File: config.mk
export PLATFORM = sky130hd
export DESIGN_NAME = seq_bcd_display_engine
export DESIGN_NICKNAME = d
export VERILOG_FILES = /design/src/rtl/seq_disp_pkg.sv /design/src/rtl/digit_glyph_rom_8.sv /design/src/rtl/seq_bcd_display_engine.sv
export SDC_FILE = /design/constraint.sdc
export NUM_CORES = 1
export LEC_CHECK = 0
export ABC_CLOCK_PERIOD_IN_PS = 2900
export CORE_ASPECT_RATIO = 1.75
export CORE_MARGIN = 3
export CORE_UTILIZATION = 52
export CTS_BUF_LIST = sky130_fd_sc_hd__clkbuf_16
export CTS_CLUSTER_DIAMETER = 150
export DETAILED_ROUTE_END_ITERATION = 12
export GPL_ROUTABILITY_DRIVEN = 0
export MAX_ROUTING_LAYER = met4
export PLACE_DENSITY_LB_ADDON = 0.08
export SLEW_MARGIN = 40
export SYNTH_ARGS = -nofsm -noshare
export SYNTH_HDL_FRONTEND = slang
export SYNTH_SLANG_ARGS = --single-unit
File: constraint.sdc
create_clock -name clk -period 2.9 [get_ports clk]
set_input_delay 0.58 -clock clk [delete_from_list [all_inputs] [get_ports clk]]
set_output_delay 0.58 -clock clk [all_outputs]
set_load 0.02 [all_outputs]
File: src/rtl/seq_disp_pkg.sv
// Shared glyph codes, font geometry and FSM encoding for the sequential BCD display engine.
// Optional leading-zero blanking in the top level is enabled with SEQ_DISP_LZB_EN.
package seq_disp_pkg;

  localparam logic [3:0] GLYPH_MINUS = 4'hA;
  localparam logic [3:0] GLYPH_BLANK = 4'hB;
  localparam int         FONT_ROWS   = 8;
  localparam int         BCD_WIDTH   = 4;

  typedef enum logic [1:0] {
    ST_IDLE    = 2'd0,
    ST_ABS     = 2'd1,
    ST_CONVERT = 2'd2,
    ST_COMMIT  = 2'd3
  } seq_state_e;

  // Double-dabble correction applied to a nibble before each shift.
  function automatic logic [3:0] bcd_adjust(input logic [3:0] nib);
    logic [3:0] res;
    if (nib >= 4'd5) begin
      res = nib + 4'd3;
    end else begin
      res = nib;
    end
    return res;
  endfunction

endpackage

File: src/rtl/digit_glyph_rom_8.sv
// 8x8 glyph bitmaps for decimal digits and the minus sign; row 7 is the top scan line.
// Blank and any unused code render as an empty row.
module digit_glyph_rom_8
  import seq_disp_pkg::*;
(
  input  logic [3:0] code_i,
  input  logic [2:0] row_i,
  output logic [7:0] bits_o
);

  logic [63:0] glyph_s;

  // Glyph lookup (top scan line in the most significant byte) and row select.
  always_comb begin
    glyph_s = 64'h0000_0000_0000_0000;
    case (code_i)
      4'd0:        glyph_s = 64'h3C66_6E76_6666_3C00;
      4'd1:        glyph_s = 64'h1838_1818_1818_7E00;
      4'd2:        glyph_s = 64'h3C66_060C_3060_7E00;
      4'd3:        glyph_s = 64'h3C66_061C_0666_3C00;
      4'd4:        glyph_s = 64'h0C1C_3C6C_7E0C_0C00;
      4'd5:        glyph_s = 64'h7F60_7C06_0666_3C00;
      4'd6:        glyph_s = 64'h3C60_7C66_6666_3C00;
      4'd7:        glyph_s = 64'h7E06_0C18_3030_3000;
      4'd8:        glyph_s = 64'h3C66_663C_6666_3C00;
      4'd9:        glyph_s = 64'h3C66_663E_060C_3800;
      GLYPH_MINUS: glyph_s = 64'h0000_007E_7E00_0000;
      default:     glyph_s = 64'h0000_0000_0000_0000;
    endcase
    bits_o = glyph_s[{row_i, 3'b000} +: 8];
  end

endmodule

File: src/rtl/seq_bcd_display_engine.sv
// Handshaked signed-to-BCD converter (one double-dabble shift per cycle) with an atomically
// committed display register and a registered glyph pixel path. Macro: SEQ_DISP_LZB_EN.
module seq_bcd_display_engine
  import seq_disp_pkg::*;
#(
  parameter int                     SCREEN_WIDTH = 10,
  parameter int                     SEQ_LEN      = 20,
  parameter int                     DIGITS       = 6,
  parameter int                     PIXEL_WIDTH  = 12,
  parameter int                     FONT_WIDTH   = 8,
  parameter int                     SCALE_SHIFT  = 0,
  parameter logic [PIXEL_WIDTH-1:0] FG_COLOR     = 12'hFFF
) (
  input  logic                    clk,
  input  logic                    rst_n,
  input  logic                    in_valid,
  output logic                    in_ready,
  input  logic [SEQ_LEN-1:0]      in_value,
  output logic                    done,
  output logic                    overflow,
  input  logic                    disp_on,
  input  logic [SCREEN_WIDTH-1:0] x_rom,
  input  logic [SCREEN_WIDTH-1:0] y_rom,
  input  logic [PIXEL_WIDTH-1:0]  background_rgb,
  output logic [PIXEL_WIDTH-1:0]  rgb
);

  localparam int BW      = DIGITS * BCD_WIDTH;
  localparam int CW      = $clog2(SEQ_LEN + 1);
  localparam int FW_LOG2 = $clog2(FONT_WIDTH);

  seq_state_e              state_q, state_d;
  logic                    in_ready_q, in_ready_d;
  logic [SEQ_LEN-1:0]      value_q, value_d;
  logic [SEQ_LEN-1:0]      bin_q, bin_d;
  logic [BW-1:0]           bcd_q, bcd_d;
  logic                    ovf_q, ovf_d;
  logic                    neg_q, neg_d;
  logic [CW-1:0]           cnt_q, cnt_d;
  logic [BW-1:0]           disp_digits_q, disp_digits_d;
  logic                    disp_neg_q, disp_neg_d;
  logic                    done_q, done_d;
  logic                    overflow_q, overflow_d;
  logic [PIXEL_WIDTH-1:0]  rgb_q, rgb_d;

  logic [BW-1:0]           bcd_adj_s;
  logic [BW-1:0]           commit_digits_s;

`ifdef SEQ_DISP_LZB_EN
  logic [DIGITS-1:0]       disp_blank_q, disp_blank_d;
  logic [DIGITS-1:0]       blank_s;
  logic                    lead_s;
`endif

  assign commit_digits_s = ovf_q ? {DIGITS{4'h9}} : bcd_q;

  // Per-nibble add-3 correction ahead of the next shift.
  always_comb begin
    bcd_adj_s = '0;
    for (int i = 0; i < DIGITS; i++) begin
      bcd_adj_s[i*BCD_WIDTH +: BCD_WIDTH] = bcd_adjust(bcd_q[i*BCD_WIDTH +: BCD_WIDTH]);
    end
  end

`ifdef SEQ_DISP_LZB_EN
  // A digit blanks only when it and every more significant digit are zero; digit 0 always shows.
  always_comb begin
    blank_s = '0;
    lead_s  = 1'b1;
    for (int i = DIGITS - 1; i > 0; i--) begin
      lead_s     = lead_s && (commit_digits_s[i*BCD_WIDTH +: BCD_WIDTH] == 4'd0);
      blank_s[i] = lead_s;
    end
  end
`endif

  // Conversion FSM next-state and datapath.
  always_comb begin
    state_d       = state_q;
    value_d       = value_q;
    bin_d         = bin_q;
    bcd_d         = bcd_q;
    ovf_d         = ovf_q;
    neg_d         = neg_q;
    cnt_d         = cnt_q;
    disp_digits_d = disp_digits_q;
    disp_neg_d    = disp_neg_q;
    done_d        = 1'b0;
    overflow_d    = overflow_q;
`ifdef SEQ_DISP_LZB_EN
    disp_blank_d  = disp_blank_q;
`endif
    case (state_q)
      ST_IDLE: begin
        if (in_valid && in_ready_q) begin
          value_d = in_value;
          state_d = ST_ABS;
        end else begin
          state_d = ST_IDLE;
        end
      end
      ST_ABS: begin
        neg_d   = value_q[SEQ_LEN-1];
        // The most negative input negates to itself, which as unsigned is its true magnitude.
        if (value_q[SEQ_LEN-1]) begin
          bin_d = ~value_q + SEQ_LEN'(1);
        end else begin
          bin_d = value_q;
        end
        bcd_d   = '0;
        ovf_d   = 1'b0;
        cnt_d   = '0;
        state_d = ST_CONVERT;
      end
      ST_CONVERT: begin
        ovf_d = ovf_q | bcd_adj_s[BW-1];
        bcd_d = {bcd_adj_s[BW-2:0], bin_q[SEQ_LEN-1]};
        bin_d = {bin_q[SEQ_LEN-2:0], 1'b0};
        cnt_d = cnt_q + CW'(1);
        if (cnt_q == CW'(SEQ_LEN - 1)) begin
          state_d = ST_COMMIT;
        end else begin
          state_d = ST_CONVERT;
        end
      end
      ST_COMMIT: begin
        disp_digits_d = commit_digits_s;
        disp_neg_d    = neg_q;
        overflow_d    = ovf_q;
        done_d        = 1'b1;
`ifdef SEQ_DISP_LZB_EN
        disp_blank_d  = blank_s;
`endif
        state_d       = ST_IDLE;
      end
      default: begin
        state_d = ST_IDLE;
      end
    endcase
    in_ready_d = (state_d == ST_IDLE);
  end

  // Conversion state, working registers and the committed display register.
  always_ff @(posedge clk or negedge rst_n) begin
    if (!rst_n) begin
      state_q       <= ST_IDLE;
      in_ready_q    <= 1'b1;
      value_q       <= '0;
      bin_q         <= '0;
      bcd_q         <= '0;
      ovf_q         <= 1'b0;
      neg_q         <= 1'b0;
      cnt_q         <= '0;
      disp_digits_q <= '0;
      disp_neg_q    <= 1'b0;
      done_q        <= 1'b0;
      overflow_q    <= 1'b0;
`ifdef SEQ_DISP_LZB_EN
      disp_blank_q  <= {{(DIGITS-1){1'b1}}, 1'b0};
`endif
    end else begin
      state_q       <= state_d;
      in_ready_q    <= in_ready_d;
      value_q       <= value_d;
      bin_q         <= bin_d;
      bcd_q         <= bcd_d;
      ovf_q         <= ovf_d;
      neg_q         <= neg_d;
      cnt_q         <= cnt_d;
      disp_digits_q <= disp_digits_d;
      disp_neg_q    <= disp_neg_d;
      done_q        <= done_d;
      overflow_q    <= overflow_d;
`ifdef SEQ_DISP_LZB_EN
      disp_blank_q  <= disp_blank_d;
`endif
    end
  end

  logic [SCREEN_WIDTH-1:0] gx_s, gy_s, slot_s;
  logic [FW_LOG2-1:0]      col_s;
  logic [2:0]              row_s;
  logic [3:0]              code_s;
  logic [7:0]              bitmap_s;
  logic                    lit_s;

  assign gx_s   = x_rom >> SCALE_SHIFT;
  assign gy_s   = y_rom >> SCALE_SHIFT;
  assign slot_s = gx_s >> FW_LOG2;
  assign col_s  = gx_s[FW_LOG2-1:0];
  assign row_s  = 3'd7 - gy_s[2:0];

  // Slot 0 carries the sign; slots 1..DIGITS show digits most significant first.
  always_comb begin
    code_s = GLYPH_BLANK;
    if (slot_s == '0) begin
      code_s = disp_neg_q ? GLYPH_MINUS : GLYPH_BLANK;
    end else begin
      for (int k = 1; k <= DIGITS; k++) begin
`ifdef SEQ_DISP_LZB_EN
        code_s = (slot_s == SCREEN_WIDTH'(k))
               ? (disp_blank_q[DIGITS-k] ? GLYPH_BLANK
                                          : disp_digits_q[(DIGITS-k)*BCD_WIDTH +: BCD_WIDTH])
               : code_s;
`else
        code_s = (slot_s == SCREEN_WIDTH'(k))
               ? disp_digits_q[(DIGITS-k)*BCD_WIDTH +: BCD_WIDTH]
               : code_s;
`endif
      end
    end
  end

  digit_glyph_rom_8 u_glyph_rom (
    .code_i (code_s),
    .row_i  (row_s),
    .bits_o (bitmap_s)
  );

  // Foreground only inside the region, within the glyph slots and within the font height.
  always_comb begin
    lit_s = disp_on
         && (slot_s <= SCREEN_WIDTH'(DIGITS))
         && (gy_s < SCREEN_WIDTH'(FONT_ROWS))
         && bitmap_s[FW_LOG2'(FONT_WIDTH - 1) - col_s];
    if (lit_s) begin
      rgb_d = FG_COLOR;
    end else begin
      rgb_d = background_rgb;
    end
  end

  // Registered pixel colour for the VGA pipeline.
  always_ff @(posedge clk or negedge rst_n) begin
    if (!rst_n) begin
      rgb_q <= '0;
    end else begin
      rgb_q <= rgb_d;
    end
  end

  assign in_ready = in_ready_q;
  assign done     = done_q;
  assign overflow = overflow_q;
  assign rgb      = rgb_q;

endmodule

==> results of run 1 <==
worst register-to-register path: cells and delay by family (launching register included):
kind	cells	cell delay, ns
AO/OA/AOI/OAI	6	1.24
multiplexers	1	0.48
buffers and inverters	5	0.54
AND/OR/NAND/NOR	1	0.14
flip-flops	1	0.40
adder cells (fa/ha/maj)	1	0.16
worst max path at each step:
stage                     slack [ns]          endpoint                   start
after global placement         -0.89  rgb[1]$_DFF_PN0_                x_rom[3]
after detailed placement       -1.01  rgb[6]$_DFF_PN0_                x_rom[3]
after CTS                      -0.07  rgb[6]$_DFF_PN0_  disp_neg_q$_DFFE_PN0P_
after global routing           -0.25  rgb[7]$_DFF_PN0_  disp_neg_q$_DFFE_PN0P_
final                          -0.18  rgb[6]$_DFF_PN0_  disp_neg_q$_DFFE_PN0P_
after floorplan                -0.23  rgb[3]$_DFF_PN0_                x_rom[8]
sequential cells by signal (all words and copies together) (netlist names):
signal	flops
disp_neg_q	1
value_q	20
ovf_q	1
neg_q	1
overflow	1
bin_q	20
done	1
disp_digits_q	24
cnt_q	5
bcd_q	24
in_ready	1
rgb	12
state_q	2
power by group:
group	switching (mW)	leakage (nW)	total [mW]	internal [mW]
Sequential	0.438	1.45	2.49	2.05
Combinational	1.23	1.98	2.39	1.15
Clock	0.717	0.323	2.32	1.61
cell usage in the layout (no fill, tap or decap), types with 7 or more instances in the layout:
| cell type | Yosys | final |
|---|---|---|
| nand2_1 | 44 | 44 |
| xnor2_1 | 14 | 14 |
| buf_6 | 6 | 13 |
| nand2b_1 | 9 | 9 |
| nor3_1 | 7 | 7 |
| clkdlybuf4s50_1 | 0 | 62 |
| mux2_2 | 45 | 45 |
| o21ai_0 | 69 | 65 |
| inv_1 | 59 | 55 |
| a31oi_1 | 14 | 13 |
| buf_4 | 4 | 65 |
| ha_1 | 27 | 20 |
| mux2i_1 | 9 | 7 |
| clkbuf_16 | 0 | 17 |
| nor2_1 | 38 | 36 |
| dfrtp_1 | 112 | 112 |
| nand3b_1 | 24 | 24 |
| a21oi_1 | 41 | 38 |
| o22ai_1 | 23 | 22 |
| xor2_1 | 15 | 15 |
| nand3_1 | 18 | 16 |
cell type report:
cell class,instances,area share (%)
timing repair buffer,151,15.2
clock buffer,17,4.67
inverter,61,2.63
multi-input combinational,491,41.5
sequential,113,31.1
clock inverter,14,2.61
tap,168,2.31
through the flow:
step / power [mW] / instance area (sq um) / setup WS (ns)
after CTS: 7.20 / 8860 / -0.0727
final: 7.20 / 9100 / -0.185
after global placement: 4.66 / 7900 / -0.889
after detailed placement: 4.78 / 7900 / -1.01
after global routing: 7.63 / 9100 / -0.255
after floorplan: 4.08 / 6830 / -0.226
metal layers:
metal  wire (um)  global-route usage, %
met4        1110                   15.7
met2       10400                   49.5
met1        6470                   26.5
met5           0                      -
met3        1010                   5.05
repair_timing:
item | CTS | global route
setup buffers | 15 | 7
gates cloned | 5 | 0
gates resized for setup | 59 | 37
endpoints found under the setup margin | 12 | 13
hold buffers | 0 | 0
pin swaps | 19 | 23
logic make-up after synthesis:
| logic type | after synthesis |
|---|---|
| AOI/OAI and AO/OA | 208 |
| adders and majority gates | 27 |
| muxes | 55 |
| xor gates and xnor gates | 29 |
| and+or+nand+nor | 169 |
| buffers and inverters | 112 |
| DFF | 113 |
==> impl_metrics.env, run 1 <==
export IMPL_critPathSlowestCell="mux4_2"
export IMPL_rows=54
export IMPL_synth_compound_area_share_pct=19.5
export IMPL_synth_async_sr_flop_share_pct=100
export IMPL_clockRootBuffer="clkbuf_16"
export IMPL_critPathCaptureType="register"
export IMPL_core_sq_um=12600
export IMPL_path_max_fanout=6
export IMPL_setup_ws_ns=-0.185
export IMPL_grt_pass1_wl_um=30000
export IMPL_drc_errors=0
export IMPL_synth_fp_nets=796
export IMPL_skew_ns=0.0116
export IMPL_cpLargestDelayFamily="compound AO/OA/AOI/OAI gates"
export IMPL_start_kind="register"
export IMPL_vias=6051
export IMPL_reg2reg_depth=14
export IMPL_status="finished, violations left"
export IMPL_worst_path_stages=14
export IMPL_synth_simple_area_share_pct=13.0
export IMPL_diodes=0
export IMPL_final_antenna_net_count=0
export IMPL_synth_top_area_share_pct=41.5
export IMPL_dp_hpwl_um=12300
export IMPL_reg2reg_from="disp_neg_q$_DFFE_PN0P_"
export IMPL_ys_seq_area_share_pct=41.8
export IMPL_cts_tree="done"
export IMPL_ys_ff_latch=113
export IMPL_dp_cells=957
export IMPL_ff2ff_setup_slack_ns=-0.18
export IMPL_fin_crit_ns=3.08
export IMPL_grt_overflow_total=0
export IMPL_layout_drive_gt1_share_pct=26.2
export IMPL_clkTransAtPathRegs_ns=0.06
export IMPL_grt_pass1_vias=6155
export IMPL_powerDensity_nw_per_um2=791
export IMPL_via_per_inst=5.96
export IMPL_setup_viol=12
export IMPL_netlist_area_sq_um=6760
export IMPL_totalWireLength_um=19000
export IMPL_max_freq_mhz=324
export IMPL_n_fill_cell=927
export IMPL_yosys_area_top_type="dfrtp_1"
export IMPL_fin_setup_tns_ns=-1.91
export IMPL_finalHoldViolCount=0
export IMPL_port_buffers=70
export IMPL_syn_inst=713
export IMPL_synth_top_family_by_area="compound AO/OA/AOI/OAI gates"
export IMPL_cts_htree_levels=4
export IMPL_crit_required_ns=3.17
export IMPL_ys_flop_type="dfrtp_1"
export IMPL_critPathBufInv=5
export IMPL_drt_iter0_markers=314
export IMPL_hold_slack_ns=0.216
export IMPL_die_w_um=92.2
export IMPL_fin_crit_sh_pct=106
export IMPL_critical_path_class="register to register"
export IMPL_yosysMostFrequentCell="dfrtp_1"
export IMPL_cpPeakStageDelay_ns=0.48
export IMPL_die_area_sq_um=14500
export IMPL_hp_class="input port to async pin"
export IMPL_worst_pin_slew_ns=0.705
export IMPL_failed_checks="setup timing"
export IMPL_synth_edf_count=0
export IMPL_arrival_ns=3.35
export IMPL_die_h_um=157
export IMPL_synth_area_top_cells="dfrtp_1 41%, mux2_2 7.5%, o21ai_0 5.1%"
export IMPL_yosysWarnings=0
export IMPL_synth_cells_most_frequent="112 x dfrtp_1, 69 x o21ai_0, 59 x inv_1"
export IMPL_worstReg2RegEnd="rgb[6]$_DFF_PN0_"
export IMPL_rsz0062_at_grt="true"
export IMPL_avgSynthCellArea_sq_um=9.48
export IMPL_worstSkewPairLatency_ns=0.41
export IMPL_grt_max_degree=68
export IMPL_maxCapViolCount=0
export IMPL_cts_buffers=17
export IMPL_wl_per_cell_um=18.7
export IMPL_synth_fa_ha_area_share_pct=5.00
export IMPL_final_cells=1015
export IMPL_dr_pass1_iters=5
export IMPL_synth_xor_area_share_pct=3.76
export IMPL_clockBufferDepth=2
export IMPL_drv_slew=0
export IMPL_multi_input_area_sq_um=3780
export IMPL_p_leak_nw=3.75
export IMPL_grt_use_total_pct=27.1
export IMPL_area_growth_pct=34.6
export IMPL_final_util_pct=72.4
export IMPL_antenna_found_initial=0
export IMPL_ir_drop_mv=0.848
export IMPL_ios=71
export IMPL_nets=918
export IMPL_cp_cell_sequence="mux4_2 > o211a_4 > inv_4 > buf_6 > ha_4 > inv_4 > buf_4 > a32oi_1 > o221ai_1 > o21ai_0 > o221ai_2 > buf_6 > o2111ai_4 > nand3b_1"
export IMPL_seq_area_sq_um=2830
export IMPL_slew_headroom_pct=53.0
export IMPL_clock_sinks=113
export IMPL_synthMuxAreaShare_pct=9.16
export IMPL_ys_types=63
export IMPL_start_util_pct=53.8
Power figures use the tool's default switching activity.
==> run 2: changes to the inputs <==
--- a/config.mk
+++ b/config.mk
@@ -12,9 +12,9 @@
 export CTS_BUF_LIST = sky130_fd_sc_hd__clkbuf_16
 export CTS_CLUSTER_DIAMETER = 150
 export DETAILED_ROUTE_END_ITERATION = 12
-export GPL_ROUTABILITY_DRIVEN = 0
 export MAX_ROUTING_LAYER = met4
 export PLACE_DENSITY_LB_ADDON = 0.08
+export SKIP_LAST_GASP = 1
 export SLEW_MARGIN = 40
 export SYNTH_ARGS = -nofsm -noshare
 export SYNTH_HDL_FRONTEND = slang
==> impl_metrics.env, run 2 (same netlist as run 1, synthesis figures left out) <==
export IMPL_status="finished, violations left"
export IMPL_failed_checks="setup timing"
export IMPL_antenna_found_initial=0
export IMPL_p_sw_mw=2.36
export IMPL_grt_use_total_pct=28.9
export IMPL_most_common_layout_cells="112 x dfrtp_1, 66 x buf_4, 62 x clkdlybuf4s50_1"
export IMPL_drc_errors=0
export IMPL_wl_per_cell_um=19.3
export IMPL_path_max_fanout=6
export IMPL_critical_path_class="input port to register"
export IMPL_via_per_inst=5.92
export IMPL_clkPwrFrac_pct=30.0
export IMPL_combPwrFrac_pct=34.5
export IMPL_p_leak_nw=3.82
export IMPL_worstSkewPairLatency_ns=0.41
export IMPL_hp_class="input port to async pin"
export IMPL_diodes=0
export IMPL_fin_crit_sh_pct=106
export IMPL_setup_ws_ns=-0.185
export IMPL_slew_headroom_pct=49.4
export IMPL_seq_area_sq_um=2830
export IMPL_final_antenna_net_count=0
export IMPL_place_congestion=0.995
export IMPL_core_sq_um=12600
export IMPL_dr_pass1_iters=5
export IMPL_start_util_pct=53.8
export IMPL_crit_required_ns=3.17
export IMPL_grt_pass1_vias=6293
export IMPL_path_common_cell="buf_4"
export IMPL_clkTransAtPathRegs_ns=0.05
export IMPL_layout_drive_gt1_share_pct=26.4
export IMPL_drv_slew=0
export IMPL_p_int_mw=4.64
export IMPL_cts_buffers=17
export IMPL_nets=919
export IMPL_grt_pass1_wl_um=31600
export IMPL_fin_crit_ns=3.08
export IMPL_die_h_um=157
export IMPL_port_buffers=70
export IMPL_n_fill_cell=951
export IMPL_drt_iter0_markers=364
export IMPL_reg_largest_list="bcd_q (24), disp_digits_q (24)"
export IMPL_area_growth_pct=36.2
export IMPL_powerDensity_nw_per_um2=761
export IMPL_arrival_ns=3.36
export IMPL_skew_ns=0.00628
export IMPL_cpPeakStageDelay_ns=0.56
export IMPL_clockBufferDepth=2
export IMPL_rows=54
export IMPL_worst_pin_slew_ns=0.759
export IMPL_rsz0062_at_grt="true"
export IMPL_clockRootBuffer="clkbuf_16"
export IMPL_cp_cell_sequence="clkbuf_2 > or4_4 > a311o_1 > or2_4 > buf_12 > buf_4 > nand3_2 > a211oi_2 > o41ai_2 > o221ai_2 > buf_4 > o2111ai_4 > nand3b_1"
export IMPL_layout_commonest_cell="dfrtp_1"
export IMPL_start_kind="input port"
export IMPL_clock_sinks=113
export IMPL_ios=71
export IMPL_grt_overflow_total=0
export IMPL_dp_hpwl_um=13700
export IMPL_fin_setup_tns_ns=-1.96
export IMPL_hold_slack_ns=0.144
export IMPL_finalHoldViolCount=0
export IMPL_seqPwrFrac_pct=35.5
export IMPL_cts_htree_levels=4
export IMPL_totalWireLength_um=19700
export IMPL_vias=6024
export IMPL_critPathSlowestCell="or4_4"
export IMPL_die_area_sq_um=14500
export IMPL_grt_max_degree=55
export IMPL_swShare_pct=33.7
export IMPL_setup_viol=12
export IMPL_maxCapViolCount=0
export IMPL_critPathCaptureType="register"
export IMPL_multi_input_area_sq_um=3800
export IMPL_max_freq_mhz=324
export IMPL_die_w_um=92.2
export IMPL_cts_tree="done"
export IMPL_ir_drop_mv=0.945
run 2: cell count changes in the layout (fill, tap and decap cells not counted), moves of 3 or more:
cell	before	now
a21oi_1	38	34
buf_12	4	8
buf_16	0	3
buf_2	5	0
buf_6	13	7
clkbuf_2	0	3
clkinv_4	3	0
dlymetal6s2s_1	0	3
inv_1	55	59
o21ai_0	65	61
o21ai_1	4	7
run 2: area by class of cell:
class / count / area share (%)
inverters: 61 / 2.51
repair buffers: 154 / 16.6
multi-input cells: 489 / 41.3
well taps: 168 / 2.28
clock buffers: 17 / 4.62
clock inverters: 15 / 1.92
flip-flops and latches: 113 / 30.7
run 2: power by group through the flow:
stage / clock, mW / combinational, mW / sequential [mW]
finish: 2.10 / 2.42 / 2.49
global route: 2.21 / 2.70 / 2.55
CTS: 2.14 / 2.42 / 2.48
detailed placement: 0 / 2.33 / 2.48
global placement: 0 / 2.24 / 2.45
floorplan: 0 / 1.73 / 2.35
run 2: per-layer routing:
layer  up-vias  global-route usage [%]  share of wire [%]
met2       203                    53.0                 56
met4         0                    17.5                5.8
met5         -                       -                  0
met1      2932                    28.1                 34
li1       2807                       -                  -
met3        82                    4.71                4.2
run 2: stage by stage:
stage,total power [mW],area (sq um),instances,worst slack [ns],utilization [%]
floorplan,4.08,6830,713,-0.226,-
global placement,4.69,8000,967,-1.12,63.7
detailed placement,4.81,8000,967,-1.15,63.7
CTS,7.03,9050,1014,-0.375,72.0
global route,7.47,9210,1017,-0.259,73.3
finish,7.01,9210,1017,-0.185,73.3
run 2: worst paths after layout:
kind	start	endpoint	slack, ns	cells past startpoint
setup reg to reg	disp_neg_q$_DFFE_PN0P_	rgb[11]$_DFF_PN0_	-0.15	13
max in group asynchronous	rst_n	in_ready$_DFF_PN1_	2.04	2
hold reg to reg	bin_q[15]$_DFFE_PN0P_	bin_q[15]$_DFFE_PN0P_	0.51	1
hold / removal	rst_n	value_q[8]$_DFFE_PN0P_	0.14	1
setup / recovery	x_rom[7]	rgb[11]$_DFF_PN0_	-0.18	13
min in group clk	bin_q[15]$_DFFE_PN0P_	bin_q[15]$_DFFE_PN0P_	0.51	1
run 2: repair_timing:
action	in CTS	in global routing
hold buffers	0	0
endpoints found under the setup margin	13	13
buffers inserted	9	4
cloned	6	0
resized for setup	55	39
pin swaps	27	23
run 2: worst max-delay path: cells and delay by family:
kind / cells / cell delay (ns)
compound gates: 5 / 1.12
simple gates: 4 / 1.10
buf+inv: 4 / 0.56
